## src/rtl/sfp_ctrl_pkg.sv

```systemverilog
// Shared definitions for the SFP+ port management sequencer.
//   STATE_W / RETRY_W : widths of the per-port state and retry counter fields
//   port_state_t      : per-port sequencer state, encoding visible on port_state
//   retry_sat_inc     : retry counter increment that saturates at all-ones
package sfp_ctrl_pkg;

   localparam int STATE_W = 3;
   localparam int RETRY_W = 2;

   typedef enum logic [STATE_W-1:0] {
      ST_DISABLED = 3'd0,
      ST_ABSENT   = 3'd1,
      ST_SETTLE   = 3'd2,
      ST_ENABLED  = 3'd3,
      ST_UP       = 3'd4,
      ST_FAULT    = 3'd5,
      ST_LOCKOUT  = 3'd6
   } port_state_t;

   function automatic logic [RETRY_W-1:0] retry_sat_inc(input logic [RETRY_W-1:0] cnt);
      return (&cnt) ? cnt : cnt + 1'b1;
   endfunction

endpackage

```

## src/rtl/sfp_port_ctrl_if.sv

```systemverilog
// Cage-side pad bundle for the SFP+ front end.
//   sfp_mod_detect : 1 = module present (async pad)
//   sfp_los        : 1 = loss of signal (async pad)
//   sfp_tx_fault   : 1 = transmitter fault (async pad)
//   sfp_tx_disable : 1 = laser off
//   sfp_rs         : RS[1:0] per cage
//   i2c_mux_reset  : active-low PCA9548 reset
// master = the port controller, slave = the cage/pad side.
interface sfp_port_ctrl_if #(
   parameter int N_PORTS = 4
);

   logic [N_PORTS-1:0]   sfp_mod_detect;
   logic [N_PORTS-1:0]   sfp_los;
   logic [N_PORTS-1:0]   sfp_tx_fault;
   logic [N_PORTS-1:0]   sfp_tx_disable;
   logic [2*N_PORTS-1:0] sfp_rs;
   logic                 i2c_mux_reset;

   modport master (
      input  sfp_mod_detect, sfp_los, sfp_tx_fault,
      output sfp_tx_disable, sfp_rs, i2c_mux_reset
   );

   modport slave (
      output sfp_mod_detect, sfp_los, sfp_tx_fault,
      input  sfp_tx_disable, sfp_rs, i2c_mux_reset
   );

endinterface

```

## src/rtl/sfp_debounce.sv

```systemverilog
// Synchronizer plus tick-based debouncer for one SFP status pad.
//   clk, rst_n : system clock, async active-low reset
//   i_tick     : shared 1-cycle timebase pulse
//   i_din      : raw asynchronous pad
//   o_dout     : accepted value, INIT out of reset
// The accepted value flips on the tick that completes DEBOUNCE_TICKS
// consecutive ticks of disagreement; any agreement reloads the counter.
module sfp_debounce
   import sfp_ctrl_pkg::*;
#(
   parameter logic INIT           = 1'b0,
   parameter int   TMR_W          = 20,
   parameter int   DEBOUNCE_TICKS = 1000
) (
   input  logic clk,
   input  logic rst_n,
   input  logic i_tick,
   input  logic i_din,
   output logic o_dout
);

   localparam logic [TMR_W-1:0] CNT_LOAD = TMR_W'(DEBOUNCE_TICKS - 1);

   logic             r_meta;
   logic             r_sync;
   logic             r_dout;
   logic [TMR_W-1:0] r_cnt;

   always_ff @(posedge clk or negedge rst_n) begin
      if (!rst_n) begin
         r_meta <= INIT;
         r_sync <= INIT;
         r_dout <= INIT;
         r_cnt  <= CNT_LOAD;
      end else begin
         r_meta <= i_din;
         r_sync <= r_meta;
         if (r_sync == r_dout) begin
            r_cnt <= CNT_LOAD;
         end else if (i_tick) begin
            if (r_cnt == '0) begin
               r_dout <= r_sync;
               r_cnt  <= CNT_LOAD;
            end else begin
               r_cnt <= r_cnt - 1'b1;
            end
         end
      end
   end

   assign o_dout = r_dout;

endmodule

```

## src/rtl/sfp_port_ctrl.sv

```systemverilog
// Per-port SFP+ module management sequencer.
//   clk, rst_n   : 125 MHz system clock, async active-low reset
//   port_enable  : software enable per port
//   rate_sel     : requested RS[1:0] per port
//   fault_clear  : 1-cycle pulse, releases LOCKOUT
//   sfp_if       : cage pads (detect, los, tx_fault in; tx_disable, rs, mux reset out)
//   link_up      : port is in UP
//   port_state   : registered state code per port
//   retry_cnt    : faults since last clear, saturating
//
// state    | meaning
// ---------+-----------------------------------------------------
// DISABLED | software has the port off, laser off
// ABSENT   | enabled, waiting for a debounced module-present
// SETTLE   | module inserted, waiting INSERT_WAIT_TICKS
// ENABLED  | laser on, waiting for LOS to clear
// UP       | laser on, LOS clear
// FAULT    | tx_fault seen; hold laser off for HOLDOFF_TICKS
// LOCKOUT  | too many faults, laser off until fault_clear
module sfp_port_ctrl
   import sfp_ctrl_pkg::*;
#(
   parameter int N_PORTS           = 4,
   parameter int TICK_DIV          = 125,
   parameter int TMR_W             = 20,
   parameter int DEBOUNCE_TICKS    = 1000,
   parameter int INSERT_WAIT_TICKS = 300000,
   parameter int HOLDOFF_TICKS     = 10000,
   parameter int MAX_RETRY         = 3,
   parameter int MUX_RST_TICKS     = 10
) (
   input  logic                       clk,
   input  logic                       rst_n,
   input  logic [N_PORTS-1:0]         port_enable,
   input  logic [2*N_PORTS-1:0]       rate_sel,
   input  logic [N_PORTS-1:0]         fault_clear,
   sfp_port_ctrl_if.master            sfp_if,
   output logic [N_PORTS-1:0]         link_up,
   output logic [STATE_W*N_PORTS-1:0] port_state,
   output logic [RETRY_W*N_PORTS-1:0] retry_cnt
);

   localparam int               PRESC_W      = (TICK_DIV > 1) ? $clog2(TICK_DIV) : 1;
   localparam logic [PRESC_W-1:0] PRESC_LOAD = PRESC_W'(TICK_DIV - 1);
   localparam logic [TMR_W-1:0] INSERT_LOAD  = TMR_W'(INSERT_WAIT_TICKS);
   localparam logic [TMR_W-1:0] HOLDOFF_LOAD = TMR_W'(HOLDOFF_TICKS);
   localparam logic [TMR_W-1:0] MUX_LOAD     = TMR_W'(MUX_RST_TICKS);
   // The counter saturates at 3, so a larger limit would never trip.
   localparam logic [RETRY_W-1:0] RETRY_LIMIT = RETRY_W'((MAX_RETRY > 3) ? 3 : MAX_RETRY);

   logic [PRESC_W-1:0] r_presc;
   logic               w_tick;
   logic [TMR_W-1:0]   r_mux_tmr;
   logic               r_mux_rst_n;
   logic [N_PORTS-1:0] r_flt_meta;
   logic [N_PORTS-1:0] r_flt_sync;
   logic [N_PORTS-1:0] w_tx_dis;
   logic [2*N_PORTS-1:0] w_rs;

   assign w_tick = (r_presc == '0);

   always_ff @(posedge clk or negedge rst_n) begin
      if (!rst_n) begin
         r_presc <= PRESC_LOAD;
      end else if (w_tick) begin
         r_presc <= PRESC_LOAD;
      end else begin
         r_presc <= r_presc - 1'b1;
      end
   end

   always_ff @(posedge clk or negedge rst_n) begin
      if (!rst_n) begin
         r_mux_tmr   <= MUX_LOAD;
         r_mux_rst_n <= 1'b0;
      end else begin
         if (w_tick && (r_mux_tmr != '0)) begin
            r_mux_tmr <= r_mux_tmr - 1'b1;
         end
         r_mux_rst_n <= (r_mux_tmr == '0);
      end
   end

   // tx_fault is acted on immediately, so it gets a synchronizer but no debounce.
   always_ff @(posedge clk or negedge rst_n) begin
      if (!rst_n) begin
         r_flt_meta <= '0;
         r_flt_sync <= '0;
      end else begin
         r_flt_meta <= sfp_if.sfp_tx_fault;
         r_flt_sync <= r_flt_meta;
      end
   end

   for (genvar p = 0; p < N_PORTS; p++) begin : g_port
      logic               w_present;
      logic               w_los;
      logic               w_flt;
      logic               w_en;
      logic               w_clr;
      port_state_t        r_state;
      logic [TMR_W-1:0]   r_tmr;
      logic [RETRY_W-1:0] r_retry;
      logic               r_tx_dis;
      logic               r_link;
      logic [1:0]         r_rs;
      logic [STATE_W-1:0] r_pstate;

      sfp_debounce #(
         .INIT           (1'b0),
         .TMR_W          (TMR_W),
         .DEBOUNCE_TICKS (DEBOUNCE_TICKS)
      ) u_det (
         .clk    (clk),
         .rst_n  (rst_n),
         .i_tick (w_tick),
         .i_din  (sfp_if.sfp_mod_detect[p]),
         .o_dout (w_present)
      );

      sfp_debounce #(
         .INIT           (1'b1),
         .TMR_W          (TMR_W),
         .DEBOUNCE_TICKS (DEBOUNCE_TICKS)
      ) u_los (
         .clk    (clk),
         .rst_n  (rst_n),
         .i_tick (w_tick),
         .i_din  (sfp_if.sfp_los[p]),
         .o_dout (w_los)
      );

      assign w_flt = r_flt_sync[p];
      assign w_en  = port_enable[p];
      assign w_clr = fault_clear[p];

      // Outputs follow r_state one cycle later; async reset forces laser off at once.
      always_ff @(posedge clk or negedge rst_n) begin
         if (!rst_n) begin
            r_state  <= ST_DISABLED;
            r_tmr    <= '0;
            r_retry  <= '0;
            r_tx_dis <= 1'b1;
            r_link   <= 1'b0;
            r_rs     <= 2'b00;
            r_pstate <= ST_DISABLED;
         end else begin
            r_tx_dis <= !((r_state == ST_ENABLED) || (r_state == ST_UP));
            r_link   <= (r_state == ST_UP);
            r_pstate <= r_state;
            r_rs     <= w_en ? rate_sel[2*p +: 2] : 2'b00;

            if (!w_en) begin
               r_state <= ST_DISABLED;
               r_retry <= '0;
            end else if (!w_present && (r_state != ST_DISABLED)) begin
               r_state <= ST_ABSENT;
               r_retry <= '0;
            end else begin
               case (r_state)
                  ST_DISABLED: begin
                     r_state <= ST_ABSENT;
                     r_retry <= '0;
                  end
                  ST_ABSENT: begin
                     if (w_present) begin
                        r_state <= ST_SETTLE;
                        r_tmr   <= INSERT_LOAD;
                     end
                  end
                  ST_SETTLE: begin
                     if (r_tmr == '0) begin
                        r_state <= ST_ENABLED;
                     end else if (w_tick) begin
                        r_tmr <= r_tmr - 1'b1;
                     end
                  end
                  ST_ENABLED, ST_UP: begin
                     if (w_flt) begin
                        r_state <= ST_FAULT;
                        r_retry <= retry_sat_inc(r_retry);
                        r_tmr   <= HOLDOFF_LOAD;
                     end else if ((r_state == ST_ENABLED) && !w_los) begin
                        r_state <= ST_UP;
                     end else if ((r_state == ST_UP) && w_los) begin
                        r_state <= ST_ENABLED;
                     end
                  end
                  ST_FAULT: begin
                     // r_retry already holds the post-increment count here.
                     if (r_retry >= RETRY_LIMIT) begin
                        r_state <= ST_LOCKOUT;
                     end else if (r_tmr == '0) begin
                        r_state <= ST_ENABLED;
                     end else if (w_tick) begin
                        r_tmr <= r_tmr - 1'b1;
                     end
                  end
                  ST_LOCKOUT: begin
                     if (w_clr) begin
                        r_state <= ST_ABSENT;
                        r_retry <= '0;
                     end
                  end
                  default: begin
                     r_state <= ST_DISABLED;
                  end
               endcase
            end
         end
      end

      assign w_tx_dis[p]                         = r_tx_dis;
      assign w_rs[2*p +: 2]                      = r_rs;
      assign link_up[p]                          = r_link;
      assign port_state[STATE_W*p +: STATE_W]    = r_pstate;
      assign retry_cnt[RETRY_W*p +: RETRY_W]     = r_retry;
   end

   assign sfp_if.sfp_tx_disable = w_tx_dis;
   assign sfp_if.sfp_rs         = w_rs;
   assign sfp_if.i2c_mux_reset  = r_mux_rst_n;

endmodule

```

## src/flat_wrapper.sv

```systemverilog
// flat-port wrapper written by rule: the top's interface ports become plain ports
module sfp_port_ctrl_flat import sfp_ctrl_pkg::*;
#(
   parameter int N_PORTS           = 4,
   parameter int TICK_DIV          = 125,
   parameter int TMR_W             = 20,
   parameter int DEBOUNCE_TICKS    = 1000,
   parameter int INSERT_WAIT_TICKS = 300000,
   parameter int HOLDOFF_TICKS     = 10000,
   parameter int MAX_RETRY         = 3,
   parameter int MUX_RST_TICKS     = 10
)
  (clk, rst_n, port_enable, rate_sel, fault_clear, link_up, port_state, retry_cnt, sfp_if_sfp_mod_detect, sfp_if_sfp_los, sfp_if_sfp_tx_fault, sfp_if_sfp_tx_disable, sfp_if_sfp_rs, sfp_if_i2c_mux_reset);
  sfp_port_ctrl_if #(.N_PORTS(N_PORTS)) sfp_if_i ();
  input  logic clk;
  input  logic rst_n;
  input  logic [N_PORTS-1:0] port_enable;
  input  logic [2*N_PORTS-1:0] rate_sel;
  input  logic [N_PORTS-1:0] fault_clear;
  output logic [N_PORTS-1:0] link_up;
  output logic [STATE_W*N_PORTS-1:0] port_state;
  output logic [RETRY_W*N_PORTS-1:0] retry_cnt;
  input wire logic [$bits(sfp_if_i.sfp_mod_detect)-1:0] sfp_if_sfp_mod_detect;
  input wire logic [$bits(sfp_if_i.sfp_los)-1:0] sfp_if_sfp_los;
  input wire logic [$bits(sfp_if_i.sfp_tx_fault)-1:0] sfp_if_sfp_tx_fault;
  output wire logic [$bits(sfp_if_i.sfp_tx_disable)-1:0] sfp_if_sfp_tx_disable;
  output wire logic [$bits(sfp_if_i.sfp_rs)-1:0] sfp_if_sfp_rs;
  output wire logic [$bits(sfp_if_i.i2c_mux_reset)-1:0] sfp_if_i2c_mux_reset;
  assign sfp_if_i.sfp_mod_detect = sfp_if_sfp_mod_detect;
  assign sfp_if_i.sfp_los = sfp_if_sfp_los;
  assign sfp_if_i.sfp_tx_fault = sfp_if_sfp_tx_fault;
  assign sfp_if_sfp_tx_disable = sfp_if_i.sfp_tx_disable;
  assign sfp_if_sfp_rs = sfp_if_i.sfp_rs;
  assign sfp_if_i2c_mux_reset = sfp_if_i.i2c_mux_reset;
  sfp_port_ctrl #(.N_PORTS(N_PORTS), .TICK_DIV(TICK_DIV), .TMR_W(TMR_W), .DEBOUNCE_TICKS(DEBOUNCE_TICKS), .INSERT_WAIT_TICKS(INSERT_WAIT_TICKS), .HOLDOFF_TICKS(HOLDOFF_TICKS), .MAX_RETRY(MAX_RETRY), .MUX_RST_TICKS(MUX_RST_TICKS)) u_core (.clk(clk), .rst_n(rst_n), .port_enable(port_enable), .rate_sel(rate_sel), .fault_clear(fault_clear), .sfp_if(sfp_if_i), .link_up(link_up), .port_state(port_state), .retry_cnt(retry_cnt));
endmodule
```

## config.mk

```make
export PLATFORM = sky130hd
export DESIGN_NAME = sfp_port_ctrl_flat
export DESIGN_NICKNAME = d
export VERILOG_FILES = /design/src/rtl/sfp_ctrl_pkg.sv /design/src/rtl/sfp_port_ctrl_if.sv /design/src/rtl/sfp_debounce.sv /design/src/rtl/sfp_port_ctrl.sv /design/src/flat_wrapper.sv
export SDC_FILE = /design/constraint.sdc
export NUM_CORES = 1
export LEC_CHECK = 0
export ABC_AREA = 1
export CAP_MARGIN = 20
export CORE_MARGIN = 5
export CORE_UTILIZATION = 39
export DETAILED_ROUTE_END_ITERATION = 8
export HOLD_SLACK_MARGIN = 0.03
export PLACE_DENSITY = 0.59
export SYNTH_ARGS = -nofsm -noshare
export SYNTH_HDL_FRONTEND = slang
export SYNTH_SLANG_ARGS = --single-unit
```

## constraint.sdc

```tcl
create_clock -name clk -period 4.1 [get_ports clk]
set_input_delay 0.41 -clock clk [delete_from_list [all_inputs] [get_ports clk]]
set_output_delay 0.41 -clock clk [all_outputs]
set_load 0.005 [all_outputs]
```

==> After elaboration in Yosys (flattened, before gate mapping) <==
Index checks and enable logic that the tools add are counted.
W data, S select, Z words.
{ "totals": {"register_bits": 348, "in_bits": 30, "elab_cells": 376} }
{ "op_classes": {"addsub": 18, "order_cmp": 4, "n_eq_ne": 68, "mux": 117, "bitwise": 12, "reduce_logical": 92} }
{ "ops": {"columns": ["operator", "count"], "rows": [
  ["$mux W20", 44],
  ["$pmux W20 S4", 4],
  ["$logic_not A20 Y1", 13],
  ["$sub A20 B1 Y20 const B", 13],
  ["$mux W3", 36],
  ["$pmux W3 S6", 4],
  ["$mux W2", 24],
  ["$ne A4 B3 Y1 const B", 12],
  ["$eq A3 B3 Y1 const B", 12],
  ["$reduce_and A3 Y1", 12],
  ["$eq A3 B2 Y1 const B", 8],
  ["$ne A6 B2 Y1 const B", 4],
  ["$pmux W2 S3", 4],
  ["$reduce_and A6 Y1", 4],
  ["$ne A5 B1 Y1 const B", 4],
  ["$reduce_bool A20 Y1", 1],
  ["$ne A2 B2 Y1 const B", 8],
  ["$ne A4 B2 Y1 const B", 4],
  ["$reduce_and A4 Y1", 4],
  ["$reduce_bool A2 Y1", 8],
  ["$reduce_bool A4 Y1", 4],
  ["$logic_and A1 B1 Y1", 13],
  ["$eq A3 B1 Y1 const B", 4],
  ["$logic_not A1 Y1", 12],
  ["13 further kinds", 55]
]} }

==> Longest topological paths before layout <==
Gate-level depths: netlist of run 1.
{ "logic_depth": {"ltp_word": 8, "depth_mapped": 12, "mapped_depth_nobuf": 12} }

==> Cells and area by module <==
Synthesis of run 1 repeated with hierarchy kept, for this count alone.
{ "unflattened": {"cells_unflattened": 3009, "hier_area_um2": 21575.7} }
{ "by_module_without_submodules": {"columns": ["module", "instances", "cells_each", "area_each_um2", "seq_area_each_um2"], "rows": [
  ["sfp_port_ctrl", 1, 1489, 10069.7, 4117.7],
  ["sfp_debounce at u_core.g_port[0].u_los ...", 4, 190, 1440.1, 589.3],
  ["sfp_debounce at u_core.g_port[0].u_det ...", 4, 190, 1436.4, 585.6]
]} }

==> Worst setup path before layout of run 1 <==
Ideal clock, no wire load.
{ "synth_timing": {"path_type": "register to register", "start": "reg u_core.r_presc[0]", "end": "reg u_core.g_port[1].r_tmr[10]", "setup_ps": 116, "t_arrival_ps": 1544, "path_slack_ps": 2440, "path_stages_with_launch": 11, "n_path_buf": 1, "synth_period_minus_slack_ps": 1660, "cell_sequence": "dfrtp_1 -> inv_1 -> ha_1 -> nand2_2 -> nor3_4 -> nand2_1 -> nand2_1 -> nand2_8 -> buf_4 -> nand2_1 -> nand2_1"} }
{ "synth_via": {"elab_chain_len": 5} }
{ "synth_lines": {"columns": ["element", "line", "rtl"], "rows": [
  ["start: declaration", "sfp_port_ctrl.sv:51", "logic [PRESC_W-1:0] r_presc;"],
  ["start signal: assignment", "sfp_port_ctrl.sv:68", "r_presc <= r_presc - 1'b1;"],
  ["$logic_not A7 Y1 (*)", "sfp_port_ctrl.sv:60", "assign w_tick = (r_presc == '0);"],
  ["$mux W20 (*) (2 in series)", null, null],
  ["$mux W20", null, null],
  ["$pmux W20 S4 (*)", null, null],
  ["end signal: assignment", "sfp_port_ctrl.sv:175", "r_tmr <= r_tmr - 1'b1;"],
  ["end signal: assignment", "sfp_port_ctrl.sv:196", "r_tmr <= r_tmr - 1'b1;"],
  ["end: declaration", "sfp_port_ctrl.sv:102", "logic [TMR_W-1:0] r_tmr;"]
]} }
Mark *: on every way between the ends. The rest lies on a longest branch, timed or not. The select of a mux whose other input is x is not followed.
A chain may end at the register's enable or synchronous reset.

==> Final worst setup path of run 1 <==
{ "layout_timing": {"start": "reg u_core.r_presc[0]", "end": "reg u_core.g_port[2].u_los.r_cnt[4]"} }
{ "layout_via": {"elab_chain_len": 2} }
{ "layout_lines": {"columns": ["element", "line", "rtl"], "rows": [
  ["$logic_not A7 Y1", "sfp_port_ctrl.sv:60", null],
  ["$reduce_bool A2 Y1 (no line)", null, null],
  ["end signal: assignment", "sfp_debounce.sv:45", "r_cnt <= r_cnt - 1'b1;"],
  ["end: declaration", "sfp_debounce.sv:27", "logic [TMR_W-1:0] r_cnt;"]
]} }
No other way between the ends.

==> reports/metrics.json, run 1 <==
{
  "clock_tree": {
    "tritoncts_clock_tree": "yes",
    "worst_skew_pair.late_latency_ns": 0.57,
    "cts_htree_levels": 2,
    "clock-sinks": 348,
    "clk_pin_slew_ns": 0.06,
    "cts_buffers": 41,
    "max-clock-path-buffers": 3,
    "clockRootBuffer": "sky130_fd_sc_hd__clkbuf_16",
    "postCtsSetupBuffers": 0
  },
  "run": {
    "cap_viol_max_count": 0
  },
  "setup_path": {
    "critical-path-top-delay-family": "simple AND/OR/NAND/NOR gates",
    "worst_setup_path_startpoint": "u_core.r_presc[0]",
    "reg2reg_slack_ns": 1.13,
    "critical-path-slowest-cell": "sky130_fd_sc_hd__nand2_1",
    "required_ns": 4.60,
    "cpPeakStageDelay_ns": 0.75,
    "critPathMaxFanout": 24,
    "timing.critical_path.buf_inv": 2,
    "worst_ep_arrival_time_ns": 3.47,
    "cp-start-kind": "register",
    "worst_path_cell_chain": "inv_1, ha_1, nand3_2, nand2_1, clkinv_1, nor3_1, nor2_1, nor2_1",
    "critical_path.reg2reg.startpoint": "u_core.r_presc[0]",
    "crit_path_frequent_cell": "sky130_fd_sc_hd__nor2_1",
    "criticalPathCategory": "reg -> reg",
    "worstSetupEndpointType": "register"
  },
  "yosys": {
    "synth.largest_area_cell": "sky130_fd_sc_hd__dfrtp_1",
    "synth_largest_type_area_fraction_pct": 32.1,
    "syn-cell-area_mm2": 0.0204,
    "postSynthCellCount": 2879,
    "post_synth_main_area_contributors": "sky130_fd_sc_hd__dfrtp_1, sky130_fd_sc_hd__nand2_1, sky130_fd_sc_hd__dfstp_2, sky130_fd_sc_hd__nor2_1, sky130_fd_sc_hd__nand3_1",
    "yosys_register_bits": 348,
    "sequential_fraction_of_the_synthesis_area_pct": 43.3,
    "synthesis.area_per_instance_um2": 7.08,
    "synth_edf_count": 0,
    "yosysWarningCount": 0,
    "synth.distinct_cells": 48,
    "postSynth.asyncResetShare_pct": 100,
    "synth_nets": 2939,
    "yosys_most_used_dff": "sky130_fd_sc_hd__dfrtp_1"
  },
  "hold_path": {
    "min_from": "sfp_if_sfp_los[1]",
    "hold_path_class": "in -> reg"
  },
  "power": {
    "clkPwrFrac_pct": 35.2,
    "power.density_mw_per_mm2": 459,
    "power.combinational.fraction_pct": 24.6,
    "cellInternalPower_uw": 6980,
    "power.share.switching_pct": 34.0,
    "power_uw": 10600,
    "sequential_group_share_of_total_power_pct": 40.2,
    "net-switching-power_uw": 3590,
    "power.ir.vdd_worst_mv": 0.285,
    "p_leak_uw": 0.0115
  },
  "floorplanning": {
    "io_pins": 67,
    "floorplan.die_area_mm2": 0.0569,
    "fp.dieW_um": 239,
    "core-area_mm2": 0.0515,
    "die_height_um": 239,
    "initial_utilization_pct": 39.6,
    "fp-row-count": 83
  },
  "detailed_routing": {
    "detail_route.drc_violations": 0,
    "antenna_violating_nets_post_route": 0,
    "route.final.wire_length_mm": 46.3,
    "wire_per_inst_um": 12.7,
    "vias_per_cell": 4.86,
    "firstDrtPassIters": 6,
    "drt_iter0_drc": 935,
    "detailroute.via_count": 17800
  },
  "final_layout": {
    "final_cells": 3656,
    "finish.net_count": 3003,
    "layout-drive-gt1-share_pct": 8.60,
    "layout-area-overhead-vs-synth_pct": 13.1,
    "finish.utilization_pct": 44.7,
    "diodes": 0
  },
  "sta": {
    "clock.fmax_mhz": 337,
    "final_max_slew_viol_count": 0,
    "grt_setup_unrepaired": "false",
    "max_slew_margin_pct": 35.8,
    "timing.final.crit_period_ns": 2.97,
    "tightestPinTransition_ns": 0.963,
    "timing.setup.tns_ns": 0,
    "hold_viol": 0,
    "final_min_period_over_clock_period_pct": 72.4,
    "setup_violations": 0,
    "finalClockSkew_ns": 0.0248,
    "postLayoutSetupSlackWorst_ns": 1.13
  },
  "global_route": {
    "vias_in_the_first_global_route": 17200,
    "antenna_found_initial": 0,
    "grt_max_degree": 125,
    "grt_overflow_total": 0,
    "grt.total_usage_pct": 16.3,
    "grt_first_pass_wirelength_mm": 80.2
  },
  "place": {
    "io_buffer_count": 66,
    "dpl_worst_slack_ns": 1.12,
    "gp_routability_congestion": 0.893,
    "place.detailed.hpwl_mm": 32.5,
    "post-place-cells": 3579
  },
  "status": {
    "result_of_the_run": "completed"
  }
}
-- final cells by class --
class | count | area (µm²)
Tap cell | 680 | 851
Fill cell | 5221 | 28500
Timing Repair Buffer | 75 | 761
Clock inverter | 22 | 229
Inverter | 291 | 1100
Clock buffer | 54 | 1170
Sequential cell | 348 | 8820
Multi-Input combinational cell | 2186 | 10100
-- layer usage --
metal | track usage (%) | wire, µm
met4 | 3.91 | 860
met5 | 0 | 0
met3 | 2.96 | 1930
met1 | 21.8 | 21900
met2 | 27.5 | 21600
-- registers in the layout, indices dropped and copies added (netlist names) --
name / count
u_core.g_port.r_link: 4
u_core.g_port.r_rs: 8
u_core.g_port.u_det.o_dout: 4
u_core.g_port.u_det.r_sync: 4
u_core.r_flt_sync: 4
u_core.r_flt_meta: 4
u_core.g_port.u_los.o_dout: 4
u_core.g_port.r_state: 12
u_core.g_port.u_det.r_meta: 4
u_core.g_port.u_los.r_sync: 4
u_core.sfp_if.i2c_mux_reset: 1
u_core.r_presc: 7
u_core.g_port.u_los.r_cnt: 80
u_core.g_port.u_det.r_cnt: 80
u_core.g_port.u_los.r_meta: 4
u_core.g_port.r_pstate: 12
u_core.r_mux_tmr: 20
u_core.g_port.r_tx_dis: 4
u_core.g_port.r_retry: 8
u_core.g_port.r_tmr: 80
-- per-stage QoR --
stage	cell area, µm²	hold WS, ns
after floorplan	20400	0.114
after global placement	21600	0.337
after detailed placement	21600	0.340
after CTS	23000	0.211
after global routing	23000	0.223
final	23000	0.251
-- Yosys cell counts (2+ instances only) --
master	instances
sky130_fd_sc_hd__nand3_2	4
sky130_fd_sc_hd__nor2_1	511
sky130_fd_sc_hd__and2_1	2
sky130_fd_sc_hd__inv_2	24
sky130_fd_sc_hd__clkbuf_1	7
sky130_fd_sc_hd__o21bai_1	6
sky130_fd_sc_hd__nand3b_1	23
sky130_fd_sc_hd__a21oi_1	52
sky130_fd_sc_hd__nor3b_1	7
sky130_fd_sc_hd__nand3_1	223
sky130_fd_sc_hd__xor2_1	68
sky130_fd_sc_hd__ha_1	30
sky130_fd_sc_hd__o21ai_0	129
sky130_fd_sc_hd__nor3_1	75
sky130_fd_sc_hd__buf_2	23
sky130_fd_sc_hd__nand2_1	884
sky130_fd_sc_hd__o211ai_1	6
sky130_fd_sc_hd__xnor2_1	21
sky130_fd_sc_hd__buf_4	20
sky130_fd_sc_hd__inv_1	263
sky130_fd_sc_hd__and3_1	12
sky130_fd_sc_hd__o31ai_1	3
sky130_fd_sc_hd__buf_6	3
sky130_fd_sc_hd__inv_4	2
sky130_fd_sc_hd__o21ai_1	10
sky130_fd_sc_hd__dfrtp_1	261
sky130_fd_sc_hd__nor2_2	13
sky130_fd_sc_hd__a21o_1	4
sky130_fd_sc_hd__nand2_2	26
sky130_fd_sc_hd__nand4_1	52
sky130_fd_sc_hd__dfstp_2	87
sky130_fd_sc_hd__or2_2	12
-- logic make-up after synthesis --
| logic type | Yosys count | share of synthesized area, % |
|---|---|---|
| DFF | 348 | 43.3 |
| adders and majority gates | 30 | 1.84 |
| and+or+nand+nor | 1851 | 38.3 |
| xor gates and xnor gates | 89 | 3.83 |
| AOI/OAI and AO/OA | 216 | 5.62 |
| buffers and inverters | 345 | 7.11 |
-- power groups by stage --
stage               logic [µW]  registers (µW)  clock network, µW
global route              3010            4300               4020
floorplan                 2050            4180                  0
detailed placement        2610            4290                  0
CTS                       2620            4240               3880
finish                    2610            4250               3720
global placement          2560            4290                  0
-- layout by cell type, fill, tap and decap left out, types with 10 or more instances in the layout --
cell and count:
sky130_fd_sc_hd__or2_2 12, sky130_fd_sc_hd__dfrtp_1 261, sky130_fd_sc_hd__o21ai_1 10, sky130_fd_sc_hd__nand3b_1 23, sky130_fd_sc_hd__nor2_1 511, sky130_fd_sc_hd__o21ai_0 129, sky130_fd_sc_hd__inv_2 24, sky130_fd_sc_hd__ha_1 30
sky130_fd_sc_hd__nand3_1 223, sky130_fd_sc_hd__clkdlybuf4s50_1 65, sky130_fd_sc_hd__nand4_1 52, sky130_fd_sc_hd__clkinv_2 11, sky130_fd_sc_hd__xnor2_1 21, sky130_fd_sc_hd__inv_1 263, sky130_fd_sc_hd__xor2_1 68, sky130_fd_sc_hd__and3_1 12
sky130_fd_sc_hd__nor2_2 13, sky130_fd_sc_hd__dfstp_2 87, sky130_fd_sc_hd__nor3_1 75, sky130_fd_sc_hd__clkbuf_16 42, sky130_fd_sc_hd__nand2_2 26, sky130_fd_sc_hd__nand2_1 884, sky130_fd_sc_hd__a21oi_1 52
-- what timing repair did --
item | in CTS | in global routing
hold endpoints to repair | 56 | 0
gates resized for setup | 0 | 0
hold buffers | 1 | 0
-- final timing paths --
| check | depth (start not counted) | endpoint |
|---|---|---|
| worst max-delay path | 8 | u_core.g_port[2].u_los.r_cnt[4] |
| worst min-delay path | 1 | u_core.g_port[1].u_los.r_meta |
| worst max register to register | 8 | u_core.g_port[2].u_los.r_cnt[4] |
| worst min register to register | 0 | u_core.r_flt_sync[2] |
| max in group asynchronous | 3 | u_core.g_port[3].u_det.r_cnt[7] |
| min in group asynchronous | 2 | u_core.g_port[3].r_tmr[15] |
(Power assumes the default switching activity.)
==> run 2: changes to the inputs <==
--- a/config.mk
+++ b/config.mk
@@ -11,7 +11,7 @@
 export CORE_UTILIZATION = 39
 export DETAILED_ROUTE_END_ITERATION = 8
 export HOLD_SLACK_MARGIN = 0.03
-export PLACE_DENSITY = 0.59
+export PLACE_DENSITY = 0.61
 export SYNTH_ARGS = -nofsm -noshare
 export SYNTH_HDL_FRONTEND = slang
 export SYNTH_SLANG_ARGS = --single-unit
==> constraint.sdc (replaced) <==
create_clock -name clk -period 2.6 [get_ports clk]
set_input_delay 0.26 -clock clk [delete_from_list [all_inputs] [get_ports clk]]
set_output_delay 0.26 -clock clk [all_outputs]
set_load 0.005 [all_outputs]
==> reports/metrics.json, run 2 (same netlist as run 1, synthesis figures left out) <==
{
  "status": {
    "result_of_the_run": "completed"
  },
  "power": {
    "p_leak_uw": 0.0116,
    "power.ir.vdd_worst_mv": 0.463,
    "power.density_mw_per_mm2": 713
  },
  "setup_path": {
    "cpPeakStageDelay_ns": 0.55,
    "timing.critical_path.buf_inv": 3,
    "r2r-end": "u_core.g_port[0].u_los.r_cnt[3]",
    "cp-start-kind": "register",
    "critical-path-top-delay-family": "simple AND/OR/NAND/NOR gates",
    "worst_ep_arrival_time_ns": 2.70,
    "reg2reg_slack_ns": 0.36,
    "crit_path_frequent_cell": "sky130_fd_sc_hd__nand2_2",
    "critical_path.reg2reg.startpoint": "u_core.r_presc[4]",
    "critical-path-slowest-cell": "sky130_fd_sc_hd__dfstp_2",
    "criticalPathCategory": "reg -> reg",
    "required_ns": 3.06,
    "worstSetupEndpointType": "register",
    "worst_path_cell_chain": "inv_2, nand2_2, nor2_1, nand3_2, buf_4, nand2_2, nand2_1, inv_1, nor3_1",
    "critPathMaxFanout": 18,
    "r2r_cells": 9
  },
  "final_layout": {
    "final_cell_mix": "sky130_fd_sc_hd__nand2_1, sky130_fd_sc_hd__nor2_1, sky130_fd_sc_hd__inv_1, sky130_fd_sc_hd__dfrtp_1, sky130_fd_sc_hd__nand3_1",
    "layout-area-overhead-vs-synth_pct": 13.9,
    "finish.net_count": 3026,
    "layout-drive-gt1-share_pct": 9.17,
    "layout_commonest_cell": "sky130_fd_sc_hd__nand2_1",
    "largest_registers": "u_core.g_port.r_tmr (80), u_core.g_port.u_det.r_cnt (80), u_core.g_port.u_los.r_cnt (80)",
    "diodes": 0,
    "nFillCells": 5165
  },
  "sta": {
    "grt_setup_unrepaired": "false",
    "timing.setup.tns_ns": 0,
    "finalClockSkew_ns": 0.0123,
    "timing.final.crit_period_ns": 2.24,
    "max_slew_margin_pct": 46.7,
    "clock.fmax_mhz": 447,
    "postLayoutSetupSlackWorst_ns": 0.360,
    "setup_violations": 0,
    "hold_viol": 0,
    "final_min_period_over_clock_period_pct": 86.1,
    "tightestPinTransition_ns": 0.798,
    "final_max_slew_viol_count": 0
  },
  "detailed_routing": {
    "detail_route.drc_violations": 0,
    "firstDrtPassIters": 5,
    "antenna_violating_nets_post_route": 0,
    "detailroute.via_count": 18000,
    "vias_per_cell": 4.90,
    "wire_per_inst_um": 12.6,
    "route.final.wire_length_mm": 46.2,
    "drt_iter0_drc": 931
  },
  "floorplanning": {
    "die_height_um": 239,
    "floorplan.die_area_mm2": 0.0569,
    "io_pins": 67,
    "core-area_mm2": 0.0515,
    "fp.dieW_um": 239,
    "fp-row-count": 83,
    "initial_utilization_pct": 39.6
  },
  "place": {
    "io_buffer_count": 66,
    "dpl_worst_slack_ns": 0.379,
    "place.detailed.hpwl_mm": 33.3,
    "gp_routability_congestion": 0.924
  },
  "clock_tree": {
    "clk_pin_slew_ns": 0.06,
    "clock-sinks": 348,
    "tritoncts_clock_tree": "yes",
    "max-clock-path-buffers": 3,
    "worst_skew_pair.late_latency_ns": 0.56,
    "cts_buffers": 42,
    "postCtsSetupBuffers": 0,
    "cts_htree_levels": 2,
    "postCtsResizedCells": 0,
    "clockRootBuffer": "sky130_fd_sc_hd__clkbuf_16"
  },
  "global_route": {
    "vias_in_the_first_global_route": 17600,
    "grt_max_degree": 92,
    "grt.total_usage_pct": 16.3,
    "antenna_found_initial": 1,
    "grt_first_pass_wirelength_mm": 81.0,
    "grt_overflow_total": 0
  },
  "hold_path": {
    "hold_path_class": "in -> reg",
    "whs_path_depth": 1,
    "min_from": "sfp_if_sfp_los[1]",
    "hold-path-endpoint": "u_core.g_port[1].u_los.r_meta"
  },
  "run": {
    "cap_viol_max_count": 0
  }
}
## run 2: cell count changes in the layout (fill, tap and decap cells not counted), moves of 2 or more
| cell | before | now |
|---|---|---|
| sky130_fd_sc_hd__clkbuf_1 | 5 | 9 |
| sky130_fd_sc_hd__clkinv_8 | 2 | 0 |
| sky130_fd_sc_hd__clkinv_4 | 5 | 1 |
| sky130_fd_sc_hd__buf_4 | 6 | 25 |
| sky130_fd_sc_hd__clkbuf_8 | 7 | 10 |
| sky130_fd_sc_hd__buf_12 | 2 | 5 |
| sky130_fd_sc_hd__clkinvlp_4 | 1 | 3 |
| sky130_fd_sc_hd__bufinv_16 | 3 | 1 |
## run 2: power by group
group | switching (µW) | internal (µW)
combinational | 2640 | 1500
sequential | 643 | 6050
clock | 2290 | 3420
## run 2: layout make-up
cell class	count	area [µm²]	share of cell area, %
multi-input cells	2186	10100	43.6
clock inverters	15	111	0.480
inverters	291	1100	4.75
well taps	680	851	3.67
flip-flops and latches	348	8820	38.0
repair buffers	97	963	4.15
clock buffers	62	1250	5.38
## run 2: worst max-delay path by stage
stage	startpoint	end	slack [ns]	cells past startpoint
floorplan	u_core.r_presc[0]	u_core.g_port[1].r_tmr[10]	0.94	10
global placement	u_core.r_presc[4]	u_core.g_port[0].u_los.r_cnt[9]	0.46	10
detailed placement	u_core.r_presc[4]	u_core.g_port[0].u_los.r_cnt[3]	0.38	9
CTS	u_core.r_presc[5]	u_core.g_port[0].u_los.r_cnt[3]	0.36	9
global route	u_core.r_presc[4]	u_core.g_port[0].u_los.r_cnt[3]	0.19	9
finish	u_core.r_presc[4]	u_core.g_port[0].u_los.r_cnt[3]	0.36	9
## run 2: per-stage QoR
| step | hold WS, ns | area [µm²] | instances | power (µW) | utilization [%] |
|---|---|---|---|---|---|
| CTS | 0.0760 | 23200 | 3679 | 16800 | 45.0 |
| finish | 0.113 | 23200 | 3679 | 16600 | 45.0 |
| floorplan | -0.0356 | 20400 | 2879 | 9830 | - |
| global route | 0.0900 | 23200 | 3679 | 17700 | 45.0 |
| detailed placement | 0.335 | 21800 | 3601 | 10900 | 42.4 |
| global placement | 0.334 | 21800 | 3601 | 10800 | 42.4 |
## run 2: per-layer routing
metal / up-vias / track usage, % / part of all wire (%)
met5: - / 0 / 0.043
met3: 69 / 3.00 / 4.0
met2: 280 / 27.4 / 46
met1: 8376 / 21.8 / 48
met4: 2 / 4.28 / 2.1
li1: 9285 / - / -
## run 2: what timing repair did
action / 4_1_cts / 5_1_grt
hold endpoints to repair: 51 / 0
endpoints found under the setup margin: 0 / 0
hold buffers: 1 / 0
